--- config.mk ---
export PLATFORM = sky130hd
export DESIGN_NAME = ff_apb_gpio
export DESIGN_NICKNAME = d
export VERILOG_FILES = /design/src/rtl/ff_apb_gpio.sv
export SDC_FILE = /design/constraint.sdc
export NUM_CORES = 1
export LEC_CHECK = 0
export ABC_AREA = 1
export ABC_CLOCK_PERIOD_IN_PS = 1650
export BUFFER_PORTS_ARGS = -buffer_cell sky130_fd_sc_hd__buf_2
export CAP_MARGIN = 20
export CORE_UTILIZATION = 45
export CTS_CLUSTER_DIAMETER = 100
export CTS_CLUSTER_SIZE = 25
export DETAILED_ROUTE_END_ITERATION = 16
export PLACE_DENSITY = 0.79
export SYNTH_ARGS = -nofsm -noshare
export SYNTH_HDL_FRONTEND = slang
export SYNTH_SLANG_ARGS = --single-unit
--- constraint.sdc ---
create_clock -name clk -period 1.65 [get_ports clk]
set_clock_uncertainty 0.1 [all_clocks]
set_input_delay 0.33 -clock clk [delete_from_list [all_inputs] [get_ports clk]]
set_output_delay 0.33 -clock clk [all_outputs]
set_load 0.01 [all_outputs]
--- src/rtl/ff_apb_gpio.sv ---
`default_nettype none
// ============================================================================
// Module   : ff_apb_gpio
// Purpose  : APB zero-wait-state GPIO controller with per-bit direction,
//            atomic output set/clear, multi-stage input synchroniser and
//            per-bit rising/falling edge capture with a maskable interrupt.
// Ports    : clk, reset         - clock, synchronous active-high reset
//            paddr/psel/penable/pwrite/pwdata/prdata - APB slave port
//            gpio_in            - asynchronous pad inputs
//            gpio_out, gpio_oe  - output data / output enable to pad ring
//            irq                - level interrupt |(IRQ_STATUS & IRQ_MASK)
// Revision : 1.0 - initial release
// ============================================================================
module ff_apb_gpio #(
    parameter int GPIO_WIDTH  = 4,
    parameter int SYNC_STAGES = 2
) (
    input  logic                  clk,
    input  logic                  reset,
    input  logic [19:0]           paddr,
    input  logic                  psel,
    input  logic                  penable,
    input  logic                  pwrite,
    input  logic [31:0]           pwdata,
    output logic [31:0]           prdata,
    input  logic [GPIO_WIDTH-1:0] gpio_in,
    output logic [GPIO_WIDTH-1:0] gpio_out,
    output logic [GPIO_WIDTH-1:0] gpio_oe,
    output logic                  irq
);

    // Register word offsets (paddr[5:2])
    localparam logic [3:0] c_addr_data_in  = 4'h0;
    localparam logic [3:0] c_addr_data_out = 4'h1;
    localparam logic [3:0] c_addr_dir      = 4'h2;
    localparam logic [3:0] c_addr_out_set  = 4'h3;
    localparam logic [3:0] c_addr_out_clr  = 4'h4;
    localparam logic [3:0] c_addr_rise_en  = 4'h5;
    localparam logic [3:0] c_addr_fall_en  = 4'h6;
    localparam logic [3:0] c_addr_irq_mask = 4'h7;
    localparam logic [3:0] c_addr_irq_stat = 4'h8;

    logic [SYNC_STAGES-1:0][GPIO_WIDTH-1:0] r_sync;
    logic [GPIO_WIDTH-1:0] r_prev;
    logic [GPIO_WIDTH-1:0] r_data_out;
    logic [GPIO_WIDTH-1:0] r_dir;
    logic [GPIO_WIDTH-1:0] r_rise_en;
    logic [GPIO_WIDTH-1:0] r_fall_en;
    logic [GPIO_WIDTH-1:0] r_irq_mask;
    logic [GPIO_WIDTH-1:0] r_irq_status;
    logic [31:0]           r_prdata;

    logic [GPIO_WIDTH-1:0] w_sync;
    logic [GPIO_WIDTH-1:0] w_wdata;
    logic [GPIO_WIDTH-1:0] w_edge_set;
    logic [GPIO_WIDTH-1:0] w_w1c;
    logic [GPIO_WIDTH-1:0] w_rdata;
    logic [3:0]            w_addr;
    logic                  w_wr_access;
    logic                  w_rd_setup;
    logic                  w_unused_bits;

    assign w_addr      = paddr[5:2];
    assign w_wdata     = pwdata[GPIO_WIDTH-1:0];
    assign w_wr_access = psel & penable & pwrite;
    // Read data is captured in the setup phase so it is stable for the
    // whole access phase without needing a combinational read path.
    assign w_rd_setup  = psel & ~penable & ~pwrite;

    // Address bits outside [5:2] and data bits above GPIO_WIDTH are
    // deliberately ignored.
    assign w_unused_bits = ^{paddr[19:6], paddr[1:0], pwdata};

    // Oldest synchroniser stage is the one the rest of the design sees.
    assign w_sync = r_sync[SYNC_STAGES-1];

    assign w_edge_set = (w_sync & ~r_prev & r_rise_en)
                      | (~w_sync & r_prev & r_fall_en);

    always_comb begin
        w_w1c = '0;
        if (w_wr_access && (w_addr == c_addr_irq_stat)) begin
            w_w1c = w_wdata;
        end
    end

    always_comb begin
        w_rdata = '0;
        case (w_addr)
            c_addr_data_in:  w_rdata = w_sync;
            c_addr_data_out: w_rdata = r_data_out;
            c_addr_dir:      w_rdata = r_dir;
            c_addr_rise_en:  w_rdata = r_rise_en;
            c_addr_fall_en:  w_rdata = r_fall_en;
            c_addr_irq_mask: w_rdata = r_irq_mask;
            c_addr_irq_stat: w_rdata = r_irq_status;
            default:         w_rdata = '0;
        endcase
    end

    always_ff @(posedge clk) begin
        if (reset) begin
            r_sync       <= '0;
            r_prev       <= '0;
            r_data_out   <= '0;
            r_dir        <= '0;
            r_rise_en    <= '0;
            r_fall_en    <= '0;
            r_irq_mask   <= '0;
            r_irq_status <= '0;
            r_prdata     <= '0;
        end else begin
            r_sync <= {r_sync[SYNC_STAGES-2:0], gpio_in};
            r_prev <= w_sync;

            // OR-ing the new edges after the clear makes a same-cycle edge
            // win over a W1C of that bit.
            r_irq_status <= (r_irq_status & ~w_w1c) | w_edge_set;

            if (w_rd_setup) begin
                r_prdata <= 32'(w_rdata);
            end

            if (w_wr_access) begin
                case (w_addr)
                    c_addr_data_out: r_data_out <= w_wdata;
                    c_addr_dir:      r_dir      <= w_wdata;
                    c_addr_out_set:  r_data_out <= r_data_out | w_wdata;
                    c_addr_out_clr:  r_data_out <= r_data_out & ~w_wdata;
                    c_addr_rise_en:  r_rise_en  <= w_wdata;
                    c_addr_fall_en:  r_fall_en  <= w_wdata;
                    c_addr_irq_mask: r_irq_mask <= w_wdata;
                    default: ;
                endcase
            end
        end
    end

    assign prdata   = r_prdata;
    assign gpio_out = r_data_out;
    assign gpio_oe  = r_dir;
    assign irq      = |(r_irq_status & r_irq_mask);

endmodule
`default_nettype wire

# [Word level (Yosys, flattened, before mapping)]
# Index checks and enable logic that the tools add are counted.
[op_classes] muxes=3 n_bitwise=20 eq_ne=8 n_reduce_logical=9
[op_table] cell="4-bit bitwise AND" n=7
[op_table] cell="4-bit case mux with 7 select lines" n=1
[op_table] cell="4-bit by 3-bit equality test with 1-bit output, second input constant" n=4
[op_table] cell="4-bit NOT" n=4
[op_table] cell="4-bit OR" n=3
[op_table] cell="4-bit case mux with 3 select lines" n=1
[op_table] cell="2-bit AND reduction" n=5
[op_table] cell="4-bit by 2-bit equality test with 1-bit output, second input constant" n=2
[op_table] cell="1-bit bitwise AND" n=4
[op_table] cell="4-bit by 1-bit equality test with 1-bit output, second input constant" n=1
[op_table] cell="4-bit equality test, second input constant" n=1
[op_table] cell="4-bit zero test" n=1
[op_table] cell="4-bit 2-to-1 mux" n=1
[op_table] cell="4-bit OR reduction" n=1
[op_table] cell="3-bit nonzero test" n=1
[op_table] cell="1-bit NOT" n=2
[op_table] cell="1-bit logical AND" n=1
[totals] in_bits=61 output_inout_bits=41 regBits=40 word_cells=50

# [Longest topological paths before layout]
[depth] depth_word=7 depth_mapped=9 depth_no_buf=8

# [Worst setup path before layout]
# Ideal clock, no wire load.
[synth_timing] path_type="input port to flip-flop" start="input port psel" end="register r_irq_status[0]" arrival_time_ns=1.138 setup_time_ns=0.133 n_path_buf=0 required_ns=1.417 cell_stages=5 path_slack_ns=0.279 cell_sequence="nand3_1 > inv_1 > nand3_1 > o21ai_0 > a31oi_1"
[synth_between] elab_chain_cells=7
[synth_lines] item="from (decl)" line="21" text="input logic psel,"
[synth_lines] item="1-bit bitwise AND (2 in a row)" line="65" text="assign w_wr_access = psel & penable & pwrite;"
[synth_lines] item="1-bit logical AND" line="82" text="if (w_wr_access && (w_addr == c_addr_irq_stat)) begin"
[synth_lines] item="4-bit 2-to-1 mux" line="82"
[synth_lines] item="4-bit NOT" line="118" text="r_irq_status <= (r_irq_status & ~w_w1c) | w_edge_set;"
[synth_lines] item="4-bit bitwise AND" line="118"
[synth_lines] item="4-bit OR" line="118"
[synth_lines] item="to (signal assigned)" line="118"
[synth_lines] item="to (decl)" line="50" text="logic [GPIO_WIDTH-1:0] r_irq_status;"
# No other way between the ends.
# A chain may end at the register's enable or synchronous reset.

# [Worst setup path after layout]
[layout_timing] start="register r_irq_status[1]" end="output port irq"
[layout_between] elab_chain_cells=2
[layout_lines] item="4-bit bitwise AND" line="142" text="assign irq = |(r_irq_status & r_irq_mask);"
[layout_lines] item="4-bit OR reduction" line="142"
[layout_lines] item="to (decl)" line="29" text="output logic irq"
# No other way between the ends.

==> flow_metrics.env <==
export IMPL_regToRegStartpoint="gpio_out[0]"
export IMPL_htree_levels=2
export IMPL_place_inst=373
export IMPL_ant_nets=0
export IMPL_cp_arrival_ps=1000
export IMPL_clk_latency_ps=300
export IMPL_start_util=0.469
export IMPL_grt_pass1_wl_um=7350
export IMPL_path_buf_inv=1
export IMPL_drv_cap=0
export IMPL_max_vdd_ir_drop_mv=0.494
export IMPL_wl_um=4300
export IMPL_path_class="reg2out"
export IMPL_postSynthAreaPerCell_um2=7.08
export IMPL_place_ws_ps=78.5
export IMPL_yosysWarnings=0
export IMPL_antenna_found_initial=0
export IMPL_n_antenna_cell=0
export IMPL_drtIter0Drc=97
export IMPL_clock_sinks=40
export IMPL_cts_tree="built"
export IMPL_io_buffer_count=29
export IMPL_post_dp_cell_area_um2=2220
export IMPL_wire_per_inst_um=11.3
export IMPL_synth_cell_type_count=18
export IMPL_leakagePower_nw=1.08
export IMPL_core_um2=4380
export IMPL_grt_pass1_vias=1676
export IMPL_worstPathMaxFanout=3
export IMPL_areaGrowthSynthToFinish_pct=12.7
export IMPL_fmax_ghz=0.700
export IMPL_fin_setup_tns_ps=0
export IMPL_synth_seq_area_share=0.390
export IMPL_path_cells="nand2_1 -> nand4_1 -> buf_2"
export IMPL_hp_start="gpio_in[3]"
export IMPL_period_needed_ps=1430
export IMPL_path_delay_family="flip-flops"
export IMPL_yosysTopAreaCell="dfxtp_1"
export IMPL_ctsRootBufferMaster="clkbuf_8"
export IMPL_nets=389
export IMPL_setup_viol=0
export IMPL_critical_path_startpoint="r_irq_status[1]"
export IMPL_row_count=24
export IMPL_final_setup_worst_slack_ps=221
export IMPL_die_height_um=69.6
export IMPL_hold_slack_ps=122
export IMPL_dr_pass1_iters=5
export IMPL_final_layout_size_suffix_gt1_frac=0.173
export IMPL_crit_required_ps=1220
export IMPL_clk_path_buf_depth=2
export IMPL_clkSlewWorstSetupHoldPaths_ps=80
export IMPL_crit_path_start_kind="flop"
export IMPL_gp_congestion=0.875
export IMPL_vias=1866
export IMPL_final_cells=381
export IMPL_final_cell_area_um2=2320
export IMPL_num_io_pins=102
export IMPL_ys_seq_elements=40
export IMPL_netlist_area_um2=2050
export IMPL_syn_inst=290
export IMPL_critPathMaxStageDelay_ps=370
export IMPL_netlist_top_cells_area="dfxtp_1 39%, nand3_1 10%, buf_4 10%"
export IMPL_viasPerCell=4.90
export IMPL_hold_violations=0
export IMPL_grtUsageTotal=0.190
export IMPL_cts_resized=0
export IMPL_power_density_nw_per_um2=797
export IMPL_overflow=0
export IMPL_hold_buffers=0
export IMPL_synth_top_area_frac=0.390
export IMPL_rsz0062_at_grt="no"
export IMPL_hold_class="in2reg"
export IMPL_dieWidth_um=69.6
export IMPL_place_hpwl_um=3110
export IMPL_postCtsSetupBuffers=0
export IMPL_die_area_um2=4840
export IMPL_grt_max_degree=41
export IMPL_cpMaxStageDelayCell="dfxtp_1"
export IMPL_status="complete, no violations"
export IMPL_numCtsBuffers=5
export IMPL_critPathCaptureType="primary output"
export IMPL_drc=0
export IMPL_slew_violations=0
export IMPL_fin_crit_sh=0.866
[cell usage after synthesis]
library cell,number
buf_4,28
a21oi_1,8
conb_1,1
nor2_2,1
clkinv_2,1
nor2_1,47
nand3_1,43
nand2_1,48
buf_2,2
a211oi_1,16
o21ai_0,8
nand4_1,1
clkbuf_1,4
inv_1,29
nor2_4,7
nand2_2,2
a31oi_1,4
dfxtp_1,40
[report_power, final]
part	leakage [nW]	internal [mW]	switching (mW)
sequential	0.324	0.980	0.00835
clock	0.0404	0.299	0.366
combinational	0.716	0.0602	0.131
total	1.08	1.34	0.505
[stage by stage]
stage           util  power [mW]
6_report       0.528        1.85
4_1_cts        0.528        1.87
3_5_place_dp   0.507        1.20
5_1_grt        0.528        1.93
3_3_place_gp   0.507        1.20
2_1_floorplan      -        1.18
[layer usage]
layer / wire length (um) / global-route usage / up-vias / part of all wire
met3: 265 / 0.0407 / 14 / 0.062
met2: 2070 / 0.320 / 74 / 0.48
met1: 1870 / 0.225 / 814 / 0.43
met4: 99 / 0.0975 / 0 / 0.023
met5: 0 / 0 / - / 0
li1: - / - / 964 / -
[cell families after synthesis]
logic type | synth area share
buffers and inverters | 0.170
other | 0.00183
AO/OA/AOI/OAI | 0.110
AND/OR/NAND/NOR | 0.329
flip-flops | 0.390
[sequential cells by signal, indices dropped and copies added (netlist names)]
| register | cells |
|---|---|
| gpio_oe | 4 |
| gpio_out | 4 |
| prdata | 4 |
| r_fall_en | 4 |
| r_irq_mask | 4 |
| r_irq_status | 4 |
| r_prev | 4 |
| r_rise_en | 4 |
| r_sync | 4 |
| w_sync | 4 |
[cells in the final DEF, fill, tap and decap left out]
master	synthesis	layout
a211oi_1	16	16
a21oi_1	8	8
a31oi_1	4	4
buf_12	0	2
buf_2	2	29
buf_4	28	7
clkbuf_8	0	5
clkinv_2	1	1
clkinv_4	0	1
clkinvlp_4	0	2
conb_1	1	28
dfxtp_1	40	40
inv_1	29	29
nand2_1	48	48
nand2_2	2	2
nand3_1	43	43
nand4_1	1	1
nor2_1	47	47
nor2_2	1	1
nor2_4	7	7
o21ai_0	8	8
[area by class of cell]
cell class,instances,area (um2)
Fill cell,458,2070
Multi-Input combinational cell,213,1010
Clock buffer,5,68.8
Clock inverter,3,23.8
Timing Repair Buffer,38,238
Tap cell,52,65.1
Inverter,30,114
Sequential cell,40,801
[worst paths after layout]
| check | depth (start not counted) | slack [ps] | end |
|---|---|---|---|
| worst min register to register | 2 | 300 | w_sync[0] |
| worst max register to register | 6 | 600 | prdata[0] |
| worst min-delay path | 3 | 120 | r_sync[3] |
| worst max-delay path | 3 | 220 | irq |
[worst register-to-register path, stage by stage, from the launching register on]
cell     delay [ps]
dfxtp_1         390
inv_1            60
nor2_1          130
nor2_1           60
nand2_1          80
nand2_1          50
a21oi_1         110
(Power assumes the default switching activity.)
